--- config.mk ---
export PLATFORM = sky130hd
export DESIGN_NAME = bram_stream_reader_flat
export DESIGN_NICKNAME = d
export VERILOG_FILES = /design/src/rtl/bram_stream_reader_if.sv /design/src/rtl/bram_stream_reader.sv /design/src/flat_wrapper.sv
export SDC_FILE = /design/constraint.sdc
export NUM_CORES = 1
export LEC_CHECK = 0
export CAP_MARGIN = 10
export CORE_MARGIN = 4
export CORE_UTILIZATION = 45
export CTS_CLUSTER_DIAMETER = 100
export DETAILED_ROUTE_END_ITERATION = 10
export PLACE_DENSITY = 0.77
export SKIP_CTS_REPAIR_TIMING = 1
export SYNTH_ARGS = -nofsm -noshare
export SYNTH_HDL_FRONTEND = slang
export SYNTH_SLANG_ARGS = --single-unit
--- constraint.sdc ---
create_clock -name clk -period 4.2 [get_ports clk]
set_clock_uncertainty 0.1 [all_clocks]
set_input_delay 0.63 -clock clk [delete_from_list [all_inputs] [get_ports clk]]
set_output_delay 0.63 -clock clk [all_outputs]
set_load 0.005 [all_outputs]
--- src/rtl/bram_stream_reader_if.sv ---
// -----------------------------------------------------------------------------
// bram_stream_reader_if
// Valid/ready word stream leaving the BRAM read sequencer.
//   m_data  : stream word (driven by master)
//   m_valid : word present (driven by master)
//   m_ready : consumer can take the word this cycle (driven by slave)
// Modports: master (producer side), slave (consumer side).
// -----------------------------------------------------------------------------
interface bram_stream_reader_if #(
  parameter int WIDTH = 8
);
  logic [WIDTH-1:0] m_data;
  logic             m_valid;
  logic             m_ready;

  modport master (output m_data, output m_valid, input m_ready);
  modport slave  (input m_data, input m_valid, output m_ready);
endinterface

--- src/rtl/bram_stream_reader.sv ---
// -----------------------------------------------------------------------------
// bram_stream_reader
// Walks the read port of a simple dual-port BRAM over the window
// [base, base+len) (modulo 2^ADDRW) and turns the RAM's one-cycle registered
// read into a valid/ready stream with full throughput when never stalled.
//
// Ports:
//   clk, rst_n      : single clock (also the RAM read clock), async active-low reset
//   start           : one-cycle command, sampled only when idle
//   base, len       : window start address and word count (0..DEPTH)
//   busy, done      : transfer in progress / one-cycle completion pulse
//   bram_addr       : RAM read address (registered read pointer)
//   bram_data       : RAM registered read data
//   loop            : only with BRAM_STREAM_LOOP_EN; restart at base after the
//                     last address instead of finishing
//   strm            : stream output (bram_stream_reader_if.master)
//
// Optional feature macro: BRAM_STREAM_LOOP_EN (undefined = no loop port,
// transfers always end after one pass).
// -----------------------------------------------------------------------------
module bram_stream_reader #(
  parameter  int WIDTH = 8,
  parameter  int DEPTH = 256,
  localparam int ADDRW = $clog2(DEPTH)
) (
  input  logic                 clk,
  input  logic                 rst_n,
  input  logic                 start,
  input  logic [ADDRW-1:0]     base,
  input  logic [ADDRW:0]       len,
  output logic                 busy,
  output logic                 done,
  output logic [ADDRW-1:0]     bram_addr,
  input  logic [WIDTH-1:0]     bram_data,
`ifdef BRAM_STREAM_LOOP_EN
  input  logic                 loop,
`endif
  bram_stream_reader_if.master strm
);

  typedef enum logic [1:0] {IDLE, RUN, DRAIN} state_t;

  localparam logic [ADDRW:0] REM_ONE = (ADDRW+1)'(1);

  state_t           state;
  logic [ADDRW-1:0] addr_p0;   // read pointer presented to the RAM
  logic [ADDRW-1:0] base_q;
  logic [ADDRW:0]   len_q;
  logic [ADDRW:0]   rem;       // addresses still to issue in this pass
  logic             vld_p1;    // a read was issued last edge: bram_data is valid now
  logic [1:0]       cnt_p2;    // output buffer occupancy, 0..2
  logic [WIDTH-1:0] buf0_p2;   // buffer head
  logic [WIDTH-1:0] buf1_p2;
  logic             busy_q;
  logic             done_q;

  logic             loop_now;
  logic             pop;
  logic             push;
  logic [1:0]       occ;
  logic             issue;

`ifdef BRAM_STREAM_LOOP_EN
  assign loop_now = loop;
`else
  assign loop_now = 1'b0;
`endif

  assign pop   = (cnt_p2 != 2'd0) && strm.m_ready;
  assign push  = vld_p1;
  // Buffered plus in-flight words; keeping this below 2 (or freeing a slot by
  // popping in the same cycle) is what keeps the 2-entry buffer from overflowing.
  assign occ   = cnt_p2 + {1'b0, vld_p1};
  assign issue = (state == RUN) && ((occ < 2'd2) || pop);

  assign bram_addr    = addr_p0;
  assign busy         = busy_q;
  assign done         = done_q;
  assign strm.m_data  = buf0_p2;
  assign strm.m_valid = (cnt_p2 != 2'd0);

  // ---- stage p0: control FSM and address issue ----
  always_ff @(posedge clk or negedge rst_n) begin
    if (!rst_n) begin
      state   <= IDLE;
      addr_p0 <= '0;
      base_q  <= '0;
      len_q   <= '0;
      rem     <= '0;
      busy_q  <= 1'b0;
      done_q  <= 1'b0;
      vld_p1  <= 1'b0;
    end else begin
      done_q <= 1'b0;
      vld_p1 <= issue;
      case (state)
        IDLE: begin
          if (start) begin
            if (len != '0) begin
              state   <= RUN;
              busy_q  <= 1'b1;
              addr_p0 <= base;
              base_q  <= base;
              len_q   <= len;
              rem     <= len;
            end else begin
              // Empty window: acknowledge immediately without going busy.
              done_q <= 1'b1;
            end
          end
        end
        RUN: begin
          if (issue) begin
            if (rem == REM_ONE) begin
              if (loop_now) begin
                // Reload on the same edge as the last issue so the next
                // pass follows without a bubble.
                addr_p0 <= base_q;
                rem     <= len_q;
              end else begin
                addr_p0 <= addr_p0 + ADDRW'(1);
                rem     <= '0;
                state   <= DRAIN;
              end
            end else begin
              addr_p0 <= addr_p0 + ADDRW'(1);
              rem     <= rem - REM_ONE;
            end
          end
        end
        DRAIN: begin
          // Finish on the edge that hands off the final buffered word.
          if (!vld_p1 && ((cnt_p2 == 2'd0) || ((cnt_p2 == 2'd1) && pop))) begin
            state  <= IDLE;
            busy_q <= 1'b0;
            done_q <= 1'b1;
          end
        end
        default: state <= IDLE;
      endcase
    end
  end

  // ---- stage p2: capture RAM data into the 2-entry output buffer ----
  always_ff @(posedge clk or negedge rst_n) begin
    if (!rst_n) begin
      cnt_p2  <= 2'd0;
      buf0_p2 <= '0;
      buf1_p2 <= '0;
    end else begin
      if (push && pop) begin
        if (cnt_p2 == 2'd2) begin
          buf0_p2 <= buf1_p2;
          buf1_p2 <= bram_data;
        end else begin
          buf0_p2 <= bram_data;
        end
      end else if (push) begin
        if (cnt_p2 == 2'd0) buf0_p2 <= bram_data;
        else                buf1_p2 <= bram_data;
        cnt_p2 <= cnt_p2 + 2'd1;
      end else if (pop) begin
        buf0_p2 <= buf1_p2;
        cnt_p2  <= cnt_p2 - 2'd1;
      end
    end
  end

endmodule

--- src/flat_wrapper.sv ---
// flat-port wrapper written by rule: the top's interface ports become plain ports
module bram_stream_reader_flat 
#(
  parameter  int WIDTH = 8,
  parameter  int DEPTH = 256,
  localparam int ADDRW = $clog2(DEPTH)
)
  (clk, rst_n, start, base, len, busy, done, bram_addr, bram_data, strm_m_data, strm_m_valid, strm_m_ready);
  bram_stream_reader_if #(.WIDTH(WIDTH)) strm_i ();
  input  logic clk;
  input  logic rst_n;
  input  logic start;
  input  logic [ADDRW-1:0] base;
  input  logic [ADDRW:0] len;
  output logic busy;
  output logic done;
  output logic [ADDRW-1:0] bram_addr;
  input  logic [WIDTH-1:0] bram_data;
  output wire logic [$bits(strm_i.m_data)-1:0] strm_m_data;
  output wire logic [$bits(strm_i.m_valid)-1:0] strm_m_valid;
  input wire logic [$bits(strm_i.m_ready)-1:0] strm_m_ready;
  assign strm_m_data = strm_i.m_data;
  assign strm_m_valid = strm_i.m_valid;
  assign strm_i.m_ready = strm_m_ready;
  bram_stream_reader #(.WIDTH(WIDTH), .DEPTH(DEPTH)) u_core (.clk(clk), .rst_n(rst_n), .start(start), .base(base), .len(len), .busy(busy), .done(done), .bram_addr(bram_addr), .bram_data(bram_data), .strm(strm_i));
endmodule
==> results by group, run 1 <==
Outcome
  – Outcome: complete, no violations

Clock tree
  – H-tree levels: 2
  – Root buffer cell: clkbuf_8
  – CTS Buf Count: 5
  – CTS max path bufs: 2
  – Sink Count: 40
  – Clock network latency to the later pin of the worst-skew pair: between 0.2 and 0.3 ns
  – CTS tree: yes
  – Clk pin slew, worst setup/hold paths: ~0.070 ns

Timing
  – Period utilization: roughly 60%
  – Final TNS setup: 0 ns
  – Final-report setup violation count: 0
  – Fmax: ~400 MHz
  – Worst slew margin: between 30% and 40%
  – Slew Limit Fails: 0
  – Worst Tran Pin Value: 0.945 ns
  – RSZ-0062 raised after global routing: false
  – Final Critical Period: about 2.5 ns
  – Slack of the critical path: roughly 1.7 ns
  – Final Hold Fails: 0
  – Final Hold Slack: 0.354 ns

Synth
  – Post-synth EDFFs: 0
  – Synth Flop Type: dfrtp_1
  – Async SR Flop Fraction: 100%
  – Mapped Cells: ~230
  – Syn_nets: approximately 270
  – #FFs+latches synth: 40
  – Cell variety after synth: 49
  – Synthesized area per cell: 9.57 um2
  – Sequential element share of the synthesized area: between 40 and 50%
  – Yosys warning count: 0
  – Cell Area, Synth: approximately 2200 um2

Cells and area
  – Register Area: approximately 1000 um2
  – Share of layout cells above drive strength 1: a little under 9%
  – Final Net Count: approximately 310
  – Final instance area: 2820 um2
  – Area of the multi-input gates: about 1100 um2
  – Antenna cell count: 0
  – Synth-to-Final Area Change: 26.8%
  – Fillers: around 420
  – Core Util, Final: about three fifths

Worst setup path
  – Slowest library cell on the worst path: nor2_1
  – R2R Path Start: u_core.cnt_p2[0]
  – Worst path cell trace: clkdlybuf4s50_1, nor2b_1, ha_1, mux2i_1, nor2_1, mux2_2
  – Worst Path Buf+Inv: 1
  – Max FO, Critical Path: 8
  – Crit start category: primary input
  – Critical Path RT: around 4.3 ns
  – Crit. End Element: register
  – CP top delay family: simple AND/OR/NAND/NOR gates
  – Crit path depth: 6
  – CP max stage delay: between 0.4 and 0.5 ns
  – R2R Setup Slk: around 1.8 ns
  – R2R depth: 7
  – Critical R2R Capture: u_core.buf1_p2[3]
  – Worst setup path startpoint: strm_m_ready
  – Crit path kind: in -> reg
  – WP data arrival: ~2.6 ns

Power and ir drop
  – Leakage: approximately 1.1 nW
  – Cell internal pwr: about 1.3 mW
  – Combinational share of power: 50.1%
  – Power Density: around 770 nW/um2
  – Sequential share of power: a little over a third
  – Peak supply drop: between 0.3 and 0.4 mV
  – Switch Pwr: roughly 0.88 mW
  – Part of the power in the clock network: between 10% and 20%
  – Sw Share: 40.5%

Global route
  – Global-route met3 utilization: under 10%
  – Global route overflow: 0
  – Busiest layer in global routing: met2
  – Met1 usage: between 20% and 30%
  – First-pass GRT wire length: roughly 8000 um
  – GRT Util Overall: approximately 16%
  – Largest net degree at the start of global routing: ~40
  – Met2 usage: a little over a quarter
  – Antenna violations before repair: 0
  – Vias in the first global route: approximately 1700

Min path
  – Hold Crit Class: in -> async

Placed design
  – PortBufs: 47
  – Placement Setup Slack: around 1.4 ns
  – Post-DP Area: ~2700 um2
  – Placer Congestion: between 0.8 and 0.9
  – Dpl hpwl: about 3500 um

Die
  – Die H: around 80 um
  – Row Count: 25
  – Core area: ~4800 um2
  – Die Wd: roughly 80 um
  – Initial Util: between 40 and 50%
  – Ports: 48
  – DIE AREA: 6120 um2

Flow run
  – # Max-Cap Violations: 0

Detailed routing
  – Final ANT Viol Nets: 0
  – Via/cell ratio: about 5.3
  – DR iter-0 viols: between 80 and 90
  – Detailed Route WL: around 4700 um
  – Routed vias: 1828
  – DR pass1 iterations: 4
  – Wire per inst: 13.7 um
  – Post-route DRC violation count: 0
## per-stage QoR
step	power, mW	std cells
floorplan	1.54	232
global placement	1.82	336
detailed placement	1.86	336
CTS	2.18	344
global route	2.35	344
finish	2.17	344
## cells in the mapped netlist (4+ instances only)
library cell	count	area share [%]
mux2_2	8	4.1
nand3_1	4	0.90
nor3_1	4	0.90
ha_1	7	3.9
mux2i_1	10	4.5
dfrtp_1	40	45
nand2_1	28	4.7
o21ai_0	26	5.9
nor2_1	15	2.5
a21oi_1	22	5.0
inv_1	11	1.9
o21ai_1	4	0.90
## flip-flops by register name, summed over array words and instances, names as in the netlist
register and count:
u_core.buf1_p2 8, u_core.state 2, u_core.done 1, u_core.bram_addr 8, u_core.rem 9, u_core.cnt_p2 2, u_core.strm.m_data 8, u_core.push 1
u_core.busy 1
## cell type report
type	instances	share of cell area (%)
inverter	11	1.47
clock buffer	5	2.44
timing repair buffer	47	16.5
clock inverter	3	1.51
tap	67	2.98
multi-input combinational	171	39.5
sequential	40	35.6
## placed cells by master (no fill, tap or decap), types with 2 or more instances in the layout
master	n
or3_4	2
or3_1	3
nand3_1	4
nor2_1	15
clkbuf_8	5
ha_1	7
mux2i_1	10
inv_1	11
a31oi_1	3
o21ai_0	26
o21ai_1	4
o22ai_1	2
mux2_2	8
nor4_1	2
clkdlybuf4s50_1	46
o31a_1	2
a21oi_1	22
nor3_1	4
dfrtp_1	40
nand2b_1	2
nand4_1	2
nand2_1	28
o31ai_1	3
## layer usage
metal	wire, um	part of all wire (%)
met2	2210	47
met1	2200	47
met4	61	1.3
met3	243	5.1
met5	0	0
## how the worst max path moves through the flow
| stage | end | slack (ns) |
|---|---|---|
| after global routing | u_core.buf1_p2[5] | 1.52 |
| final | u_core.buf1_p2[3] | 1.71 |
| after floorplan | u_core.buf1_p2[0] | 2.05 |
| after CTS | u_core.buf1_p2[3] | 1.68 |
| after detailed placement | u_core.buf1_p2[1] | 1.37 |
| after global placement | u_core.buf1_p2[7] | 1.47 |
## logic make-up (layout without fill, tap and decap cells)
logic type / count (synthesis) / count (layout) / share of synthesized area, %
xor gates and xnor gates: 2 / 2 / 0.789
muxes: 18 / 18 / 8.57
and+or+nand+nor: 68 / 68 / 14.7
DFF: 40 / 40 / 45.1
buffers and inverters: 21 / 66 / 4.79
adders and majority gates: 7 / 7 / 3.95
AOI/OAI and AO/OA: 76 / 76 / 22.2
## power groups by stage
stage / Combinational [mW] / Sequential (mW) / Clock (mW)
detailed placement: 1.09 / 0.772 / 0
floorplan: 0.816 / 0.719 / 0
finish: 1.09 / 0.767 / 0.314
global route: 1.22 / 0.799 / 0.336
global placement: 1.06 / 0.764 / 0
CTS: 1.10 / 0.764 / 0.324
(Power assumes the default switching activity.)
==> run 2: changes to the inputs <==
==> constraint.sdc (replaced) <==
create_clock -name clk -period 2.4 [get_ports clk]
set_clock_uncertainty 0.1 [all_clocks]
set_input_delay 0.36 -clock clk [delete_from_list [all_inputs] [get_ports clk]]
set_output_delay 0.36 -clock clk [all_outputs]
set_load 0.005 [all_outputs]
==> run 2 against run 1 <==
Compared with the run above:
- register-to-register slack lost 1.5 ns
- routed wire length grew 2.2%
- worst hold slack lost 0.26 ns
- setup slack lost 1.5 ns
- clock power grew 42%
- clock-buffer cell count is the same
- die area is the same
- core utilization grew 0.42 points
==> results by group, run 2 (synthesized netlist as in run 1, its figures left out) <==
Worst setup path
  – CP max stage delay: 0.43 ns
  – Worst path cell trace: inv_1, ha_1, nor2b_2, ha_1, mux2i_1, nor2_1, buf_4, mux2_2
  – Most common cell on crit path: ha_1
  – Crit path kind: reg -> reg
  – Critical Path RT: 2.48 ns
  – Max FO, Critical Path: 8
  – Worst Path Buf+Inv: 2
  – Crit start category: register
  – CP top delay family: adder cells
  – Crit. End Element: register
  – Slowest library cell on the worst path: dfrtp_1
  – WP data arrival: approximately 2.2 ns

Detailed routing
  – Post-route DRC violation count: 0
  – Detailed Route WL: between 4000 and 5000 um
  – Wire per inst: between 10 and 15 um
  – Final ANT Viol Nets: 0
  – DR iter-0 viols: between 100 and 150
  – Routed vias: about 1900
  – DR pass1 iterations: 4
  – Via/cell ratio: 5.32

Timing
  – Final Critical Period: 2.15 ns
  – Period utilization: 89.7%
  – Final-report setup violation count: 0
  – Slew Limit Fails: 0
  – Worst Tran Pin Value: 0.887 ns
  – Final TNS setup: 0 ns
  – Fmax: about 460 MHz
  – Slack of the critical path: approximately 0.25 ns
  – RSZ-0062 raised after global routing: false
  – Final Hold Fails: 0
  – Worst slew margin: between 40% and 50%

Cells and area
  – Most frequent cells in the layout: 46 x clkdlybuf4s50_1, 40 x dfrtp_1, 28 x nand2_1
  – Max reg flops: 9
  – Post-route insts no fill: about 350
  – Share of layout cells above drive strength 1: 11.0%
  – Final Net Count: approximately 320
  – Final instance area: ~2800 um2
  – Antenna cell count: 0
  – Synth-to-Final Area Change: 27.7%
  – Most flop-heavy register: u_core.rem
  – Most common cell after layout, fill and taps aside: clkdlybuf4s50_1

Power and ir drop
  – Sequential share of power: 35.7%
  – Switch Pwr: roughly 1.6 mW
  – Peak supply drop: 0.537 mV
  – Part of the power in the clock network: between 10% and 20%
  – Leakage: approximately 1.2 nW
  – Power Density: approximately 1300 nW/um2
  – Sw Share: just over 40%
  – Cell internal pwr: around 2.2 mW
  – Combinational share of power: 52.5%

Clock tree
  – CTS tree: yes
  – H-tree levels: 2
  – Root buffer cell: clkbuf_8
  – CTS Buf Count: 5
  – Clock network latency to the later pin of the worst-skew pair: around 0.29 ns
  – Clk pin slew, worst setup/hold paths: 0.08 ns
  – Sink Count: 40
  – CTS max path bufs: 2

Placed design
  – Placement Setup Slack: 0.0437 ns
  – Post-DP Area: about 2700 um2
  – PortBufs: 47
  – Placer Congestion: between 0.8 and 0.9
  – Inst Count DP: approximately 340
  – Dpl hpwl: 3500 um

Min path
  – Hold Crit Class: in -> async

Global route
  – Antenna violations before repair: 0
  – Vias in the first global route: ~1800
  – GRT Util Overall: around 17%
  – Global route overflow: 0
  – Largest net degree at the start of global routing: 41
  – First-pass GRT wire length: between 8000 and 9000 um

Die
  – Core area: about 4800 um2
  – Ports: 48
  – DIE AREA: roughly 6100 um2
  – Row Count: 25
  – Die H: around 80 um
  – Initial Util: between 40% and 50%
  – Die Wd: 78.2 um

Outcome
  – Outcome: complete, no violations

Flow run
  – # Max-Cap Violations: 0
[run 2: area by class of cell]
cell class	count	area, um2
Inverter	11	41.3
Multi-Input combinational cell	171	1120
Fill cell	423	1920
Sequential cell	40	1000
Tap cell	67	83.8
Timing Repair Buffer	52	503
Clock inverter	3	18.8
Clock buffer	5	68.8
[run 2: final timing paths]
check,start,to,slack [ns],cells after the start
min reg2reg,u_core.strm.m_data[3],u_core.strm.m_data[3],0.38,2
max reg2reg,u_core.cnt_p2[0],u_core.buf1_p2[3],0.25,8
min in group clk,u_core.strm.m_data[3],u_core.strm.m_data[3],0.38,2
min,rst_n,u_core.buf1_p2[4],0.09,1
max in group asynchronous,rst_n,u_core.cnt_p2[1],1.56,1
max,u_core.cnt_p2[0],u_core.buf1_p2[3],0.25,8
[run 2: through the flow]
step | hold slack [ns] | power, mW | util, %
floorplan | -0.0356 | 2.69 | -
CTS | 0.122 | 3.81 | 59.5
finish | 0.0893 | 3.78 | 59.6
detailed placement | 0.369 | 3.34 | 57.7
global placement | 0.361 | 3.26 | 57.7
global route | 0.162 | 4.14 | 59.6
[run 2: power groups by stage]
stage | combinational (mW) | sequential [mW] | clock [mW]
global route | 2.23 | 1.41 | 0.500
floorplan | 1.43 | 1.26 | 0
finish | 1.98 | 1.35 | 0.446
detailed placement | 1.99 | 1.35 | 0
CTS | 2.00 | 1.34 | 0.468
global placement | 1.93 | 1.33 | 0
[run 2: layer usage]
layer | part of all wire (%) | vias to the layer above | GRT usage (%)
li1 | - | 930 | -
met1 | 46 | 863 | 21.8
met2 | 48 | 57 | 27.4
met3 | 5.9 | 5 | 4.59
met4 | 0.62 | 0 | 3.15
met5 | 0 | - | 0
==> run 3: changes to the inputs <==
--- a/config.mk
+++ b/config.mk
@@ -6,11 +6,13 @@
 export NUM_CORES = 1
 export LEC_CHECK = 0
 export CAP_MARGIN = 10
-export CORE_MARGIN = 4
-export CORE_UTILIZATION = 45
+export CELL_PAD_IN_SITES_DETAIL_PLACEMENT = 1
+export CELL_PAD_IN_SITES_GLOBAL_PLACEMENT = 2
+export CORE_MARGIN = 5
+export CORE_UTILIZATION = 31
 export CTS_CLUSTER_DIAMETER = 100
 export DETAILED_ROUTE_END_ITERATION = 10
-export PLACE_DENSITY = 0.77
+export PLACE_DENSITY = 0.85
 export SKIP_CTS_REPAIR_TIMING = 1
 export SYNTH_ARGS = -nofsm -noshare
 export SYNTH_HDL_FRONTEND = slang
==> run 3 against run 2 <==
Compared with the run above:
- setup slack worse by 0.040 ns
- critical path depth unchanged
- routed wire length is 20% higher
- sequential power barely moved
- register-to-register slack worse by 0.04 ns
- first-iteration DRC count is 58% lower
- via count grew 1.8%
- maximum frequency is 1.8% lower
- combinational power grew 9%
- clock-buffer cell count did not move
- non-clock buffer count up 5
- highest routed layer unchanged
==> results by group, run 3 (synthesized netlist as in run 1, its figures left out) <==
Power and ir drop
  – Part of the power in the clock network: about 12%
  – Cell internal pwr: ~2.3 mW
  – Sequential share of power: 33.8%
  – Combinational share of power: 54.6%
  – Leakage: about 1.2 nW
  – Sw Share: 41.8%
  – Power Density: about 1300 nW/um2
  – Pwr Total: ~4 mW
  – Switch Pwr: 1.65 mW
  – Peak supply drop: around 0.4 mV

Timing
  – Worst slew margin: between 60% and 70%
  – Slack of the critical path: around 0.21 ns
  – Final-report setup violation count: 0
  – Final Hold Fails: 0
  – Final Critical Period: approximately 2.2 ns
  – Final TNS setup: 0 ns
  – Period utilization: 91.4%
  – Worst Tran Pin Value: 0.584 ns
  – Fmax: between 400 and 500 MHz
  – Slew Limit Fails: 0
  – RSZ-0062 raised after global routing: false
  – Final Hold Slack: ~0.39 ns

Detailed routing
  – Post-route DRC violation count: 0
  – Final ANT Viol Nets: 0
  – Detailed Route WL: approximately 5800 um
  – Wire per inst: 15.1 um
  – DR pass1 iterations: 4
  – Via/cell ratio: 4.93
  – Routed vias: 1889
  – DR iter-0 viols: 44

Clock tree
  – Sink Count: 40
  – Clk pin slew, worst setup/hold paths: 0.08 ns
  – Clock network latency to the later pin of the worst-skew pair: ~0.30 ns
  – H-tree levels: 2
  – CTS max path bufs: 2
  – CTS tree: yes
  – Root buffer cell: clkbuf_8
  – CTS Buf Count: 5

Cells and area
  – Most flop-heavy register: u_core.rem
  – Post-route insts no fill: 383
  – Most common cell after layout, fill and taps aside: clkdlybuf4s50_1
  – Antenna cell count: 0
  – Max reg flops: 9
  – Final instance area: 2940 um2
  – Share of layout cells above drive strength 1: about 12%
  – Final Net Count: between 300 and 400
  – Most frequent cells in the layout: 46 x clkdlybuf4s50_1, 40 x dfrtp_1, 28 x nand2_1
  – Core Util, Final: 42.8%
  – Synth-to-Final Area Change: 32.3%

Placed design
  – PortBufs: 47
  – Placer Congestion: 0.813
  – Placement Setup Slack: 0.0112 ns
  – Post-DP Area: between 2000 and 3000 um2
  – Inst Count DP: about 370
  – Dpl hpwl: around 4400 um

Worst setup path
  – Slowest library cell on the worst path: dfrtp_1
  – Worst setup path startpoint: u_core.cnt_p2[0]
  – Critical Path RT: approximately 2.5 ns
  – WP data arrival: approximately 2.3 ns
  – Most common cell on crit path: ha_1
  – Critical R2R Capture: u_core.buf1_p2[6]
  – Crit start category: register
  – CP max stage delay: 0.43 ns
  – Max FO, Critical Path: 8
  – Crit path to: u_core.buf1_p2[6]
  – R2R depth: 8
  – R2R Setup Slk: between 0.2 and 0.25 ns
  – Worst path cell trace: inv_1, ha_1, nor2b_2, ha_1, mux2i_1, nor2_1, buf_4, mux2_2
  – Crit path kind: reg -> reg
  – R2R Path Start: u_core.cnt_p2[0]
  – Crit. End Element: register

Global route
  – Largest net degree at the start of global routing: 22
  – GRT Util Overall: roughly 14%
  – First-pass GRT wire length: between 9000 and 10000 um
  – Global route overflow: 0
  – Antenna violations before repair: 0
  – Vias in the first global route: 1978

Min path
  – Hold Crit Class: reg -> reg

Die
  – Die Wd: 94.6 um
  – Die H: between 90 and 100 um
  – Ports: 48
  – Core area: just under 7000 um2
  – DIE AREA: 8950 um2
  – Row Count: 30
  – Initial Util: between 30 and 40%

Flow run
  – # Max-Cap Violations: 0

Outcome
  – Outcome: complete, no violations
[run 3: final cells by class]
cell class | count | area [um2]
fillers | 787 | 3930
flip-flops and latches | 40 | 1000
multi-input cells | 171 | 1120
well taps | 96 | 120
clock buffers | 5 | 68.8
inverters | 11 | 41.3
repair buffers | 57 | 568
clock inverters | 3 | 18.8
[run 3: critical path, delay by kind of cell, from the launching register on]
kind                       cells  cell delay, ns
muxes                          2            0.43
DFF                            1            0.43
adders and majority gates      2            0.53
and+or+nand+nor                2            0.31
buffers and inverters          2            0.26
[run 3: power groups by stage]
stage / logic (mW) / registers [mW] / clock network (mW)
finish: 2.16 / 1.33 / 0.458
global route: 2.42 / 1.39 / 0.501
CTS: 2.18 / 1.34 / 0.479
detailed placement: 2.17 / 1.35 / 0
global placement: 2.11 / 1.33 / 0
floorplan: 1.43 / 1.26 / 0
[run 3: layer usage]
metal,track usage [%],wire [um],up-vias
met4,3.97,67,0
met2,22.7,2710,48
met3,3.11,323,6
met5,0,0,-
met1,17.5,2690,895
li1,-,-,940
[run 3: worst min-delay path by stage]
| stage | startpoint | endpoint | slack, ns | cells after the start |
|---|---|---|---|---|
| finish | u_core.strm.m_data[3] | u_core.strm.m_data[3] | 0.39 | 2 |
| global route | u_core.strm.m_data[0] | u_core.strm.m_data[0] | 0.42 | 2 |
| CTS | rst_n | u_core.strm.m_data[0] | -0.08 | 1 |
| detailed placement | rst_n | u_core.strm.m_data[0] | 0.25 | 1 |
| global placement | rst_n | u_core.strm.m_data[0] | 0.24 | 1 |
| floorplan | rst_n | u_core.bram_addr[0] | -0.04 | 0 |
